**config.mk**
```make
export PLATFORM = sky130hd
export DESIGN_NAME = count_up_stopwatch
export DESIGN_NICKNAME = d
export VERILOG_FILES = /design/src/rtl/count_up_stopwatch_pkg.sv /design/src/rtl/count_up_stopwatch_bcd_digit_ctr.sv /design/src/rtl/count_up_stopwatch.sv
export SDC_FILE = /design/constraint.sdc
export NUM_CORES = 1
export LEC_CHECK = 0
export ABC_AREA = 1
export BUFFER_PORTS_ARGS = -buffer_cell sky130_fd_sc_hd__buf_2
export CAP_MARGIN = 20
export CORE_MARGIN = 8
export CORE_UTILIZATION = 43
export DETAILED_ROUTE_END_ITERATION = 7
export GPL_TIMING_DRIVEN = 0
export PLACE_DENSITY_LB_ADDON = 0.3
export SLEW_MARGIN = 20
export SYNTH_ARGS = -nofsm -noshare
export SYNTH_HDL_FRONTEND = slang
export SYNTH_SLANG_ARGS = --single-unit
```
**constraint.sdc**
```tcl
create_clock -name uclock -period 2.7 [get_ports uclock]
set_input_delay 0.675 -clock uclock [delete_from_list [all_inputs] [get_ports uclock]]
set_output_delay 0.675 -clock uclock [all_outputs]
set_load 0.005 [all_outputs]
```
**src/rtl/count_up_stopwatch_pkg.sv**
```systemverilog
// Shared constants for the count-up stopwatch: FSM state encoding and BCD digit limits.
package count_up_stopwatch_pkg;

  localparam logic [1:0] ST_IDLE  = 2'd0;
  localparam logic [1:0] ST_RUN   = 2'd1;
  localparam logic [1:0] ST_PAUSE = 2'd2;
  localparam logic [1:0] ST_DONE  = 2'd3;

  localparam logic [3:0] LIM_SEC_ONES = 4'd9;
  localparam logic [3:0] LIM_SEC_TENS = 4'd5;
  localparam logic [3:0] LIM_MIN_ONES = 4'd9;
  localparam int         MAX_MIN_TENS_DEF = 9;

  typedef logic [3:0] bcd_t;

endpackage

```
**src/rtl/count_up_stopwatch_bcd_digit_ctr.sv**
```systemverilog
// One BCD digit of the stopwatch: wraps to zero past its limit, carry flags terminal count.
module bcd_digit_ctr
  import count_up_stopwatch_pkg::*;
(
  input  logic       uclock,
  input  logic       enable,
  input  logic       clear,
  input  logic [3:0] limit,
  output logic [3:0] value,
  output logic       carry
);

  bcd_t incremented;

  // carry is a terminal-count flag; the parent ANDs it into the next digit's enable
  assign carry       = (value == limit);
  assign incremented = carry ? 4'd0 : value + 4'd1;

  always_ff @(posedge uclock) begin
    if (clear) begin
      value <= 4'd0;
    end else if (enable) begin
      value <= incremented;
    end
  end

endmodule

```
**src/rtl/count_up_stopwatch.sv**
```systemverilog
// Count-up stopwatch: button edge detect, run/pause/done FSM, lap freeze and
// a registered BCD display driven from a chain of digit counters.
module count_up_stopwatch #(
  parameter int MAX_MIN_TENS = count_up_stopwatch_pkg::MAX_MIN_TENS_DEF
) (
  input  logic       uclock,
  input  logic       reset,
  input  logic       tick,
  input  logic       button2,
  input  logic       button3,
  input  logic       switch,
  input  logic       switch2,
  output logic [3:0] num0,
  output logic [3:0] num1,
  output logic [3:0] num2,
  output logic [3:0] num3,
  output logic       running,
  output logic       lap,
  output logic       buzzer
);
  import count_up_stopwatch_pkg::*;

  localparam bcd_t LIM_MIN_TENS = 4'(MAX_MIN_TENS);

  logic [1:0] state, nextstate;
  logic       prev2, prev3;
  logic       mode, startedge, lapedge;
  logic       clrreq, clearcount, lapnext;
  logic       inc, atmax;
  logic       en1, en2, en3;
  logic       c0, c1, c2, c3;
  bcd_t       sec0, sec1, min0, min1;

  // A simultaneous start edge swallows the lap edge
  assign mode      = switch & ~switch2;
  assign startedge = mode & button2 & ~prev2;
  assign lapedge   = mode & button3 & ~prev3 & ~startedge;

  assign atmax = c0 & c1 & c2 & c3;
  assign inc   = (state == ST_RUN) & tick & ~atmax;
  assign en1   = inc & c0;
  assign en2   = en1 & c1;
  assign en3   = en2 & c2;

  // Reset shares the clear path so it always beats a same-cycle tick
  assign clearcount = reset | clrreq;

  bcd_digit_ctr u_sec0 (.uclock(uclock), .enable(inc), .clear(clearcount),
                        .limit(LIM_SEC_ONES), .value(sec0), .carry(c0));
  bcd_digit_ctr u_sec1 (.uclock(uclock), .enable(en1), .clear(clearcount),
                        .limit(LIM_SEC_TENS), .value(sec1), .carry(c1));
  bcd_digit_ctr u_min0 (.uclock(uclock), .enable(en2), .clear(clearcount),
                        .limit(LIM_MIN_ONES), .value(min0), .carry(c2));
  bcd_digit_ctr u_min1 (.uclock(uclock), .enable(en3), .clear(clearcount),
                        .limit(LIM_MIN_TENS), .value(min1), .carry(c3));

  // Saturation wins over a start edge arriving on the final tick
  always_comb begin
    nextstate = state;
    clrreq    = 1'b0;
    case (state)
      ST_IDLE:  if (startedge) nextstate = ST_RUN;
      ST_RUN: begin
        if (tick && atmax)  nextstate = ST_DONE;
        else if (startedge) nextstate = ST_PAUSE;
      end
      ST_PAUSE: begin
        if (startedge) begin
          nextstate = ST_RUN;
        end else if (lapedge) begin
          nextstate = ST_IDLE;
          clrreq    = 1'b1;
        end
      end
      ST_DONE: begin
        if (lapedge) begin
          nextstate = ST_IDLE;
          clrreq    = 1'b1;
        end
      end
      default:  nextstate = ST_IDLE;
    endcase
    lapnext = (state == ST_RUN && nextstate == ST_RUN) ? (lap ^ lapedge) : 1'b0;
  end

  // Display freezes only while lap stays high; a rising lap captures this cycle's count
  always_ff @(posedge uclock) begin
    if (reset) begin
      state <= ST_IDLE;
      lap   <= 1'b0;
      prev2 <= button2;
      prev3 <= button3;
      num0  <= 4'd0;
      num1  <= 4'd0;
      num2  <= 4'd0;
      num3  <= 4'd0;
    end else begin
      state <= nextstate;
      lap   <= lapnext;
      prev2 <= button2;
      prev3 <= button3;
      if (!(lap && lapnext)) begin
        num0 <= sec0;
        num1 <= sec1;
        num2 <= min0;
        num3 <= min1;
      end
    end
  end

  assign running = (state == ST_RUN);
  assign buzzer  = (state == ST_DONE);

endmodule

```
==> results.py, run 1 <==
metrics = {
    "run_status": {
        "outcome": "completed",
    },
    "timing": {
        "drv_slew": 0,
        "slew-limit-headroom_pct": 62.81,
        "worst_slew_pin_slew_ns": 0.5557,
        "whs_ns": 0.4934,
        "period_share_pct": 67.59,
        "finalCriticalPeriod_ns": 1.825,
        "tns_ns": 0,
        "hold_viol": 0,
        "rsz0062_at_grt": "false",
        "skew_ns": 0.003859,
        "fin_ws_ns": 0.8751,
        "fmax_mhz": 548.0,
        "setup_viol": 0,
    },
    "synthesis": {
        "ys_warn_count": 0,
        "syn_area_mm2": 0.001928,
        "synthesis.nets": 268,
        "yosysUniqueCellTypes": 27,
        "yosysSeqAreaShare_pct": 38.42,
        "avgSynthCellArea_um2": 7.387,
        "synth_cells": 261,
        "ys_seq_elements": 37,
    },
    "cells_and_area": {
        "stdcell_count": 346,
        "drive_gt1_share_pct": 27.55,
        "antennaDiodeCount": 0,
        "final_nets": 300,
        "area_growth_pct": 14.34,
    },
    "clock_tree": {
        "cts_root_buffer": "clkbuf_8",
        "cts_hold_buf": 0,
        "cts_buffers": 5,
        "cts_tree": "yes",
        "ctsResizeCount": 0,
        "clk_path_buf_depth": 2,
        "postCtsSetupRepairBufs": 0,
        "path_clk_slew_ns": 0.07,
        "htreeDepth": 2,
        "clock_latency_ns": 0.29,
        "numClockSinks": 37,
    },
    "setup_path": {
        "crit_path_end_kind": "flop",
        "critical_path_required_ns": 2.92,
        "crit_top_cell": "nor2_1",
        "cp-start-kind": "input port",
        "crit_arrival_ns": 2.04,
        "crit_path_max_fanout": 9,
        "cp_top_family": "simple AND/OR/NAND/NOR gates",
        "worst-path-stages": 7,
        "cp_num_buf_inv": 2,
        "crit_path_top_delay_cell": "nor2_1",
        "ff2ff_setup_slack_ns": 1.00,
        "max_stage_delay_ns": 0.43,
        "path_class": "in2reg",
        "ff2ff_path_depth": 7,
        "crit_chain": "buf_2, nand2_1, nand3_4, nor2_1, nor2_1, inv_1, nor3b_1",
    },
    "detailed_routing": {
        "first_pass_iters": 4,
        "ant_nets": 0,
        "vias": 1607,
        "wl_per_cell_um": 11.23,
        "totalWireLength_mm": 3.887,
        "drtIter0Drc": 80,
        "drt-vias-per-instance": 4.645,
        "drc": 0,
    },
    "global_routing": {
        "antenna_found_initial": 0,
        "track_usage_pct": 11.93,
        "grt_pass1_vias": 1614,
        "grt_first_pass_wirelength_mm": 7.072,
        "gr-total-overflow": 0,
        "grt_max_degree": 13,
    },
    "floorplanning": {
        "num_rows": 24,
        "fp.dieArea_mm2": 0.006882,
        "coreArea_mm2": 0.004324,
        "initial_utilization_pct": 44.59,
        "die-height_um": 82.96,
        "die_x_um": 82.96,
        "num_io_pins": 26,
    },
    "power_and_ir_drop": {
        "p_per_area_mw_per_mm2": 443.8,
        "ir_drop_uv": 194.3,
        "p_leak_nw": 0.8793,
    },
    "place": {
        "pre_cts_ws_ns": 0.5750,
        "placed_cells": 338,
        "place_hpwl_mm": 3.022,
        "finalWeightedCongestion": 0.7803,
        "io_buffers": 25,
    },
    "worst_hold_path": {
        "hold_depth": 1,
        "hold_path.class": "in2reg",
    },
    "run": {
        "max_cap_viol_count": 0,
    },
}
cell usage in the layout (no fill, tap or decap), drive strengths merged:
master / Yosys / final
nor3b: 1 / 1
o21ai: 10 / 10
inv: 46 / 46
nand2: 45 / 45
clkbuf: 0 / 5
clkinvlp: 0 / 1
buf: 8 / 33
clkinv: 1 / 3
xor2: 3 / 3
o211a: 1 / 1
nor3: 5 / 5
a21oi: 27 / 27
nor2: 50 / 50
nand4: 4 / 4
nand3: 23 / 23
dfxtp: 37 / 37
kinds of logic (layout without fill, tap and decap cells):
group / after synthesis / after routing / share of synthesized area, %
compound gates: 38 / 38 / 10.12
buf+inv: 55 / 88 / 12.01
flops: 37 / 37 / 38.42
xor+xnor: 3 / 3 / 2.336
simple gates: 128 / 128 / 37.12
path summary, 6_finish.rpt:
path | from | endpoint
worst max-delay path | button2 | u_sec1.value[3]
worst min-delay path | button3 | prev3
worst max register to register | prev2 | u_sec1.value[3]
worst min register to register | u_min0.value[3] | num2[3]
worst reg2reg max path: stages (launching register included):
cell and delay [ns]:
dfxtp_1 0.32, clkinv_1 0.04, nand2_1 0.08, nand3_4 0.14, nor2_1 0.05, nor2_1 0.43
inv_1 0.31, nor3b_1 0.24
synthesized netlist by cell type:
cell type  instances  area share, %
a21oi_1           27            7.0
buf_1              3           0.58
buf_2              2           0.52
buf_6              3            1.8
clkinv_1           1           0.19
dfxtp_1           37             38
inv_1             41            8.0
inv_2              5           0.97
nand2_1           41            8.0
nand2_2            4            1.3
nand3_1            8            2.1
nand3_2           14            7.3
nand3_4            1           0.91
nand4_1            2           0.65
nand4_2            1           0.65
nand4_4            1            1.1
nor2_1            35            6.8
nor2_2             9            2.9
nor2_4             6            3.5
nor3_1             4            1.0
nor3_2             1           0.52
nor3b_1            1           0.39
o211a_1            1           0.52
o21ai_0            9            2.3
o21ai_1            1           0.26
xor2_1             2           0.91
xor2_4             1            1.4
per-stage QoR:
step	power (mW)	util, %	instance area (um^2)
floorplan	0.5897	-	1928
CTS	0.9887	50.98	2205
global placement	0.6022	48.99	2118
global route	1.017	50.98	2205
detailed placement	0.6031	48.99	2118
finish	0.9783	50.98	2205
routing by layer:
layer / share of wire [%] / global-route usage (%)
met2: 48 / 20.23
met5: 0 / 0
met1: 46 / 13.56
met3: 3.6 / 3.027
met4: 2.2 / 5.751
registers in the layout, summed over array words and instances (netlist names):
register      flops
num1              4
u_sec0.value      4
num2              4
num3              4
state             2
u_min1.value      4
num0              4
lap               1
u_min0.value      4
prev2             1
u_sec1.value      4
prev3             1
area by class of cell:
class / count / area, um^2
fillers: 448 / 2120
multi-input cells: 169 / 955.9
flip-flops and latches: 37 / 740.7
inverters: 47 / 176.4
repair buffers: 25 / 125.1
clock buffers: 5 / 68.82
well taps: 52 / 65.06
plain buffers: 8 / 55.05
clock inverters: 3 / 17.52
report_power, final:
group / total [mW] / switching [mW] / internal [mW]
registers: 0.550 / 0.00176 / 0.548
clock network: 0.388 / 0.210 / 0.178
logic: 0.0403 / 0.0267 / 0.0135
Note: power is estimated with default switching activity, not from simulation.
==> inputs of run 2 (changes only) <==
Settings changed: ABC_AREA 1 to 0.
Clock period 2.7 ns to 1.7 ns, I/O delays scaled along.
==> run 2 against run 1 <==
Effect of this change: final area decreased by 1.8%; sequential cell count is the same; power increased by 76%; worst setup slack worse by 0.80 ns; largest power group unchanged.
==> results.py, run 2 <==
metrics = {
    "synthesis": {
        "synth_edf_count": 0,
        "avgSynthCellArea_um2": 9.626,
        "syn_area_mm2": 0.001819,
        "synth-main-ff-cell": "dfxtp_1",
        "ys_seq_elements": 37,
        "synthTopCellsByArea": "dfxtp_1 (41%), nand2b_1 (11%), mux2i_1 (10%)",
        "synthMuxAreaShare_pct": 10.45,
        "synthAdderAreaFrac_pct": 0,
        "synth_simple_gate_area_share_pct": 31.71,
        "yosysSeqAreaShare_pct": 40.72,
        "synth-xor-area-share_pct": 0.9629,
        "synthesis.nets": 196,
        "synth_async_sr_flop_share_pct": 0,
        "synth_top_family_by_area": "simple AND/OR/NAND/NOR gates",
        "yosysMostFrequentCell": "dfxtp_1",
        "synthTopCellsByCount": "dfxtp_1 (37), nand2b_1 (32), mux2i_1 (19)",
        "yosysUniqueCellTypes": 46,
        "synth_top_area_cell": "dfxtp_1",
        "synth_top_cell_area_share_pct": 40.72,
        "ys_warn_count": 0,
        "synth_compound_area_share_pct": 12.10,
        "synth_cells": 189,
    },
    "run_status": {
        "outcome": "completed",
    },
    "power_and_ir_drop": {
        "p_leak_nw": 0.8038,
        "ir_drop_uv": 637.0,
        "combPwrFrac_pct": 3.4,
        "clock_power_share_pct": 45.8,
        "pwr-share-seq_pct": 50.8,
        "internal_power_mw": 1.376,
        "p_per_area_mw_per_mm2": 794.0,
        "swShare_pct": 20.01,
        "p_switching_mw": 0.3441,
    },
    "detailed_routing": {
        "topRoutingLayerUsed": "met4",
        "drtIter0Drc": 64,
        "ant_nets": 0,
        "drc": 0,
        "met3_length_um": 200,
        "totalWireLength_mm": 3.731,
        "vias": 1431,
        "wl_met1_mm": 1.845,
        "drt-vias-per-instance": 5.261,
        "wl_met2_mm": 1.609,
        "first_pass_iters": 4,
        "wl_per_cell_um": 13.72,
    },
    "setup_path": {
        "crit_path_top_delay_cell": "or4_1",
        "max_stage_delay_ns": 0.50,
        "critical_path_required_ns": 1.92,
        "ff2ff_setup_slack_ns": 0.07,
        "path_class": "reg2reg",
        "cp-start-kind": "flop",
        "crit_arrival_ns": 1.85,
        "crit_path_end_kind": "flop",
        "crit_path_max_fanout": 6,
        "crit_chain": "and4bb_1, and2_2, or4_1, a31oi_1",
    },
    "floorplanning": {
        "die_x_um": 81.05,
        "coreArea_mm2": 0.004029,
        "fp.dieArea_mm2": 0.006568,
        "num_io_pins": 26,
        "die-height_um": 81.05,
        "initial_utilization_pct": 45.16,
        "num_rows": 23,
    },
    "timing": {
        "hold_viol": 0,
        "finalCriticalPeriod_ns": 1.627,
        "whs_ns": 0.2427,
        "drv_slew": 0,
        "worst_slew_pin_slew_ns": 0.5555,
        "skew_ns": 0.007493,
        "tns_ns": 0,
        "fin_ws_ns": 0.07273,
        "period_share_pct": 95.72,
        "fmax_mhz": 614.5,
        "slew-limit-headroom_pct": 62.97,
        "rsz0062_at_grt": "false",
        "setup_viol": 0,
    },
    "cells_and_area": {
        "final_common_cell": "nand2b_1",
        "area_growth_pct": 19.05,
        "stdcell_count": 272,
        "drive_gt1_share_pct": 25.68,
        "final_cell_mix": "nand2b_1 (32), dfxtp_1 (30), buf_2 (25)",
        "antennaDiodeCount": 0,
        "final_nets": 228,
        "final_util_pct": 53.76,
    },
    "place": {
        "placed_cells": 264,
        "place_hpwl_mm": 2.785,
        "finalWeightedCongestion": 0.8164,
        "io_buffers": 25,
        "pre_cts_ws_ns": -0.2241,
    },
    "clock_tree": {
        "clock_latency_ns": 0.29,
        "cts_buffers": 5,
        "numClockSinks": 37,
        "path_clk_slew_ns": 0.07,
        "clk_path_buf_depth": 2,
        "cts_root_buffer": "clkbuf_8",
        "cts_hold_buf": 0,
        "htreeDepth": 2,
        "cts_tree": "yes",
    },
    "global_routing": {
        "track_usage_pct": 11.63,
        "antenna_found_initial": 0,
        "grt_first_pass_wirelength_mm": 5.954,
        "gr-total-overflow": 0,
        "grt_pass1_vias": 1316,
        "grt_max_degree": 12,
    },
    "run": {
        "max_cap_viol_count": 0,
    },
    "worst_hold_path": {
        "hold_path.class": "in2reg",
    },
}
-- run 2: repair_timing --
item | CTS | global route
setup endpoints to repair | 10 | 8
gates cloned | 0 | 0
pin swaps | 1 | 0
buffers inserted | 1 | 0
gates resized for setup | 0 | 14
-- run 2: path summary, 6_finish.rpt --
path	start	to	cells after the start
max	u_min1.value[1]	u_min0.value[3]	4
min	button3	prev3	1
max reg2reg	u_min1.value[1]	u_min0.value[3]	4
min reg2reg	num0[2]	num0[2]	2
-- run 2: critical path: cells and delay by family (launching register included) --
kind             cells  cell delay, ns
AO/OA/AOI/OAI        1            0.17
AND/OR/NAND/NOR      3            0.98
flip-flops           1            0.41
-- run 2: metrics by stage --
stage,total power [mW],area (um^2)
final,1.720,2166
after CTS,1.741,2131
after global routing,1.778,2166
after detailed placement,0.9511,2007
after floorplan,0.9278,1819
after global placement,0.9511,2007
-- run 2: power groups by stage --
stage / Clock (mW) / Combinational, mW / Sequential [mW]
after floorplan: 0 / 0.0351 / 0.893
after global routing: 0.840 / 0.0639 / 0.874
final: 0.787 / 0.0586 / 0.874
after CTS: 0.810 / 0.0576 / 0.873
after detailed placement: 0 / 0.0575 / 0.894
after global placement: 0 / 0.0575 / 0.894
-- run 2: layout make-up --
type	count	area, um^2
multi-input cells	140	1036
plain buffers	7	53.80
well taps	50	62.56
repair buffers	26	132.6
fillers	387	1863
inverters	4	15.01
clock inverters	1	30.03
flip-flops and latches	37	749.5
clock buffers	7	86.33
-- run 2: cell families after synthesis --
group | count (synthesis)
and+or+nand+nor | 84
DFF | 37
AOI/OAI and AO/OA | 35
muxes | 19
buffers and inverters | 12
xor gates and xnor gates | 2
-- run 2: per-layer routing --
| metal | vias to the layer above | track usage [%] |
|---|---|---|
| met2 | 28 | 17.48 |
| met3 | 7 | 3.422 |
| met5 | - | 0 |
| li1 | 738 | - |
| met1 | 658 | 14.47 |
| met4 | 0 | 6.786 |
==> inputs of run 3 (changes only) <==
Settings changed: ABC_AREA 0 to 1.
==> run 3 against run 2 <==
Effect of this change: wire length up 6.1%; sequential cell count unchanged; count of clock-buffer cells in the layout down 2; worst setup slack better by 0.060 ns; register-to-register slack better by 0.06 ns; via count up 14%; power down 9.3%; sequential share of layout area down 1.5 points; core utilization down 1.1 points.
==> results.py, run 3 (synthesized netlist as in run 1, its figures left out) <==
metrics = {
    "timing": {
        "period_share_pct": 92.22,
        "hold_viol": 0,
        "drv_slew": 0,
        "tns_ns": 0,
        "finalCriticalPeriod_ns": 1.568,
        "setup_viol": 0,
        "worst_slew_pin_slew_ns": 0.4706,
        "fmax_mhz": 637.9,
        "skew_ns": 0.004519,
        "slew-limit-headroom_pct": 68.63,
        "rsz0062_at_grt": "true",
    },
    "setup_path": {
        "crit_path_max_fanout": 10,
        "crit_path_end_kind": "flop",
        "path_class": "reg2reg",
        "crit_arrival_ns": 1.76,
        "cp-start-kind": "flop",
        "critical_path_required_ns": 1.89,
    },
    "global_routing": {
        "grt_max_degree": 13,
        "grt_first_pass_wirelength_mm": 7.072,
        "antenna_found_initial": 0,
        "grt_pass1_vias": 1614,
        "gr-total-overflow": 0,
        "track_usage_pct": 11.93,
    },
    "cells_and_area": {
        "final_nets": 301,
        "final_cell_mix": "nand2_1 (39), inv_1 (39), nor2_1 (32)",
        "final_util_pct": 52.69,
        "stdcell_count": 347,
        "area_growth_pct": 18.17,
        "design_area_mm2": 0.002278,
        "fillers": 440,
        "antennaDiodeCount": 0,
        "drive_gt1_share_pct": 34.58,
    },
    "power_and_ir_drop": {
        "ir_drop_uv": 320.0,
        "p_per_area_mw_per_mm2": 684.8,
        "p_leak_nw": 0.9004,
        "finalPower_mw": 1.560,
    },
    "clock_tree": {
        "path_clk_slew_ns": 0.08,
        "cts_tree": "yes",
        "numClockSinks": 37,
        "cts_root_buffer": "clkbuf_8",
        "htreeDepth": 2,
        "clk_path_buf_depth": 2,
        "cts_buffers": 5,
        "clock_latency_ns": 0.29,
    },
    "detailed_routing": {
        "first_pass_iters": 4,
        "totalWireLength_mm": 3.960,
        "wl_per_cell_um": 11.41,
        "ant_nets": 0,
        "drc": 0,
        "drt-vias-per-instance": 4.700,
        "drtIter0Drc": 93,
        "vias": 1631,
    },
    "place": {
        "io_buffers": 25,
        "place_hpwl_mm": 3.022,
        "dpl-instance-area_mm2": 0.002118,
        "placed_cells": 338,
        "finalWeightedCongestion": 0.7803,
    },
    "floorplanning": {
        "num_rows": 24,
        "die-height_um": 82.96,
        "initial_utilization_pct": 44.59,
        "fp.dieArea_mm2": 0.006882,
        "num_io_pins": 26,
        "coreArea_mm2": 0.004324,
        "die_x_um": 82.96,
    },
    "worst_hold_path": {
        "hold_path.class": "in2reg",
    },
    "run": {
        "max_cap_viol_count": 0,
    },
    "run_status": {
        "outcome": "completed",
    },
}
==> run 3: changes by cell type in the layout (fill, tap and decap cells not counted), moves of 12 or more <==
cell and delta:
nor2_1 +28, mux2i_1 -19, nand2b_1 -32, a21oi_1 +15, nand3_2 +14, nand2_1 +35, inv_1 +35, nor2_2 +12
==> run 3: final timing paths <==
kind	start	end	slack, ns	cells after the start
setup / recovery	u_sec0.value[0]	num0[3]	0.13	11
hold / removal	button3	prev3	0.24	1
hold reg to reg	u_sec0.value[2]	u_sec0.value[2]	0.48	2
setup reg to reg	u_sec0.value[0]	num0[3]	0.13	11
==> run 3: final cells by class <==
type                    count  area (um^2)  share of cell area [%]
plain buffers               8        58.81                   2.581
clock buffers               5        68.82                   3.020
clock inverters             3        17.52                  0.7688
inverters                  47        176.4                   7.743
multi-input cells         169        988.4                   43.38
flip-flops and latches     37        753.2                   33.06
well taps                  52        65.06                   2.856
repair buffers             26        150.1                   6.590
==> run 3: timing repair <==
item | CTS | global route
setup endpoints to repair | 0 | 24
hold buffers | 0 | 0
buffers inserted | 0 | 0
gates resized for setup | 0 | 22
==> run 3: power breakdown <==
group / switching, mW / total (mW) / leakage (nW) / internal (mW)
clock network: 0.336 / 0.619 / 0.0439 / 0.283
registers: 0.00309 / 0.873 / 0.304 / 0.870
logic: 0.0448 / 0.0679 / 0.553 / 0.0232
==> run 3: critical path: stages, from the launching register on <==
cell     delay [ns]
dfxtp_2        0.35
inv_2          0.07
nor2_2         0.04
nand2_2        0.13
nor2_4         0.06
nand3_2        0.11
nand4_4        0.10
nor2_4         0.25
buf_6          0.18
nand3_1        0.07
nand2_1        0.07
nor2_1         0.04
==> run 3: routing by layer <==
metal | share of wire [%] | track usage [%] | vias up
li1 | - | - | 878
met1 | 46 | 13.56 | 724
met2 | 49 | 20.23 | 21
met3 | 4.0 | 3.027 | 8
met4 | 1.4 | 5.751 | 0
met5 | 0 | 0 | -
==> run 3: stage by stage <==
| stage | setup WS, ns | hold slack (ns) |
|---|---|---|
| after floorplan | 0.1471 | 0.4516 |
| after global placement | -0.1878 | 0.4715 |
| after detailed placement | -0.1750 | 0.4858 |
| after CTS | 0.003101 | 0.2398 |
| after global routing | 0.001472 | 0.2450 |
| final | 0.1323 | 0.2445 |
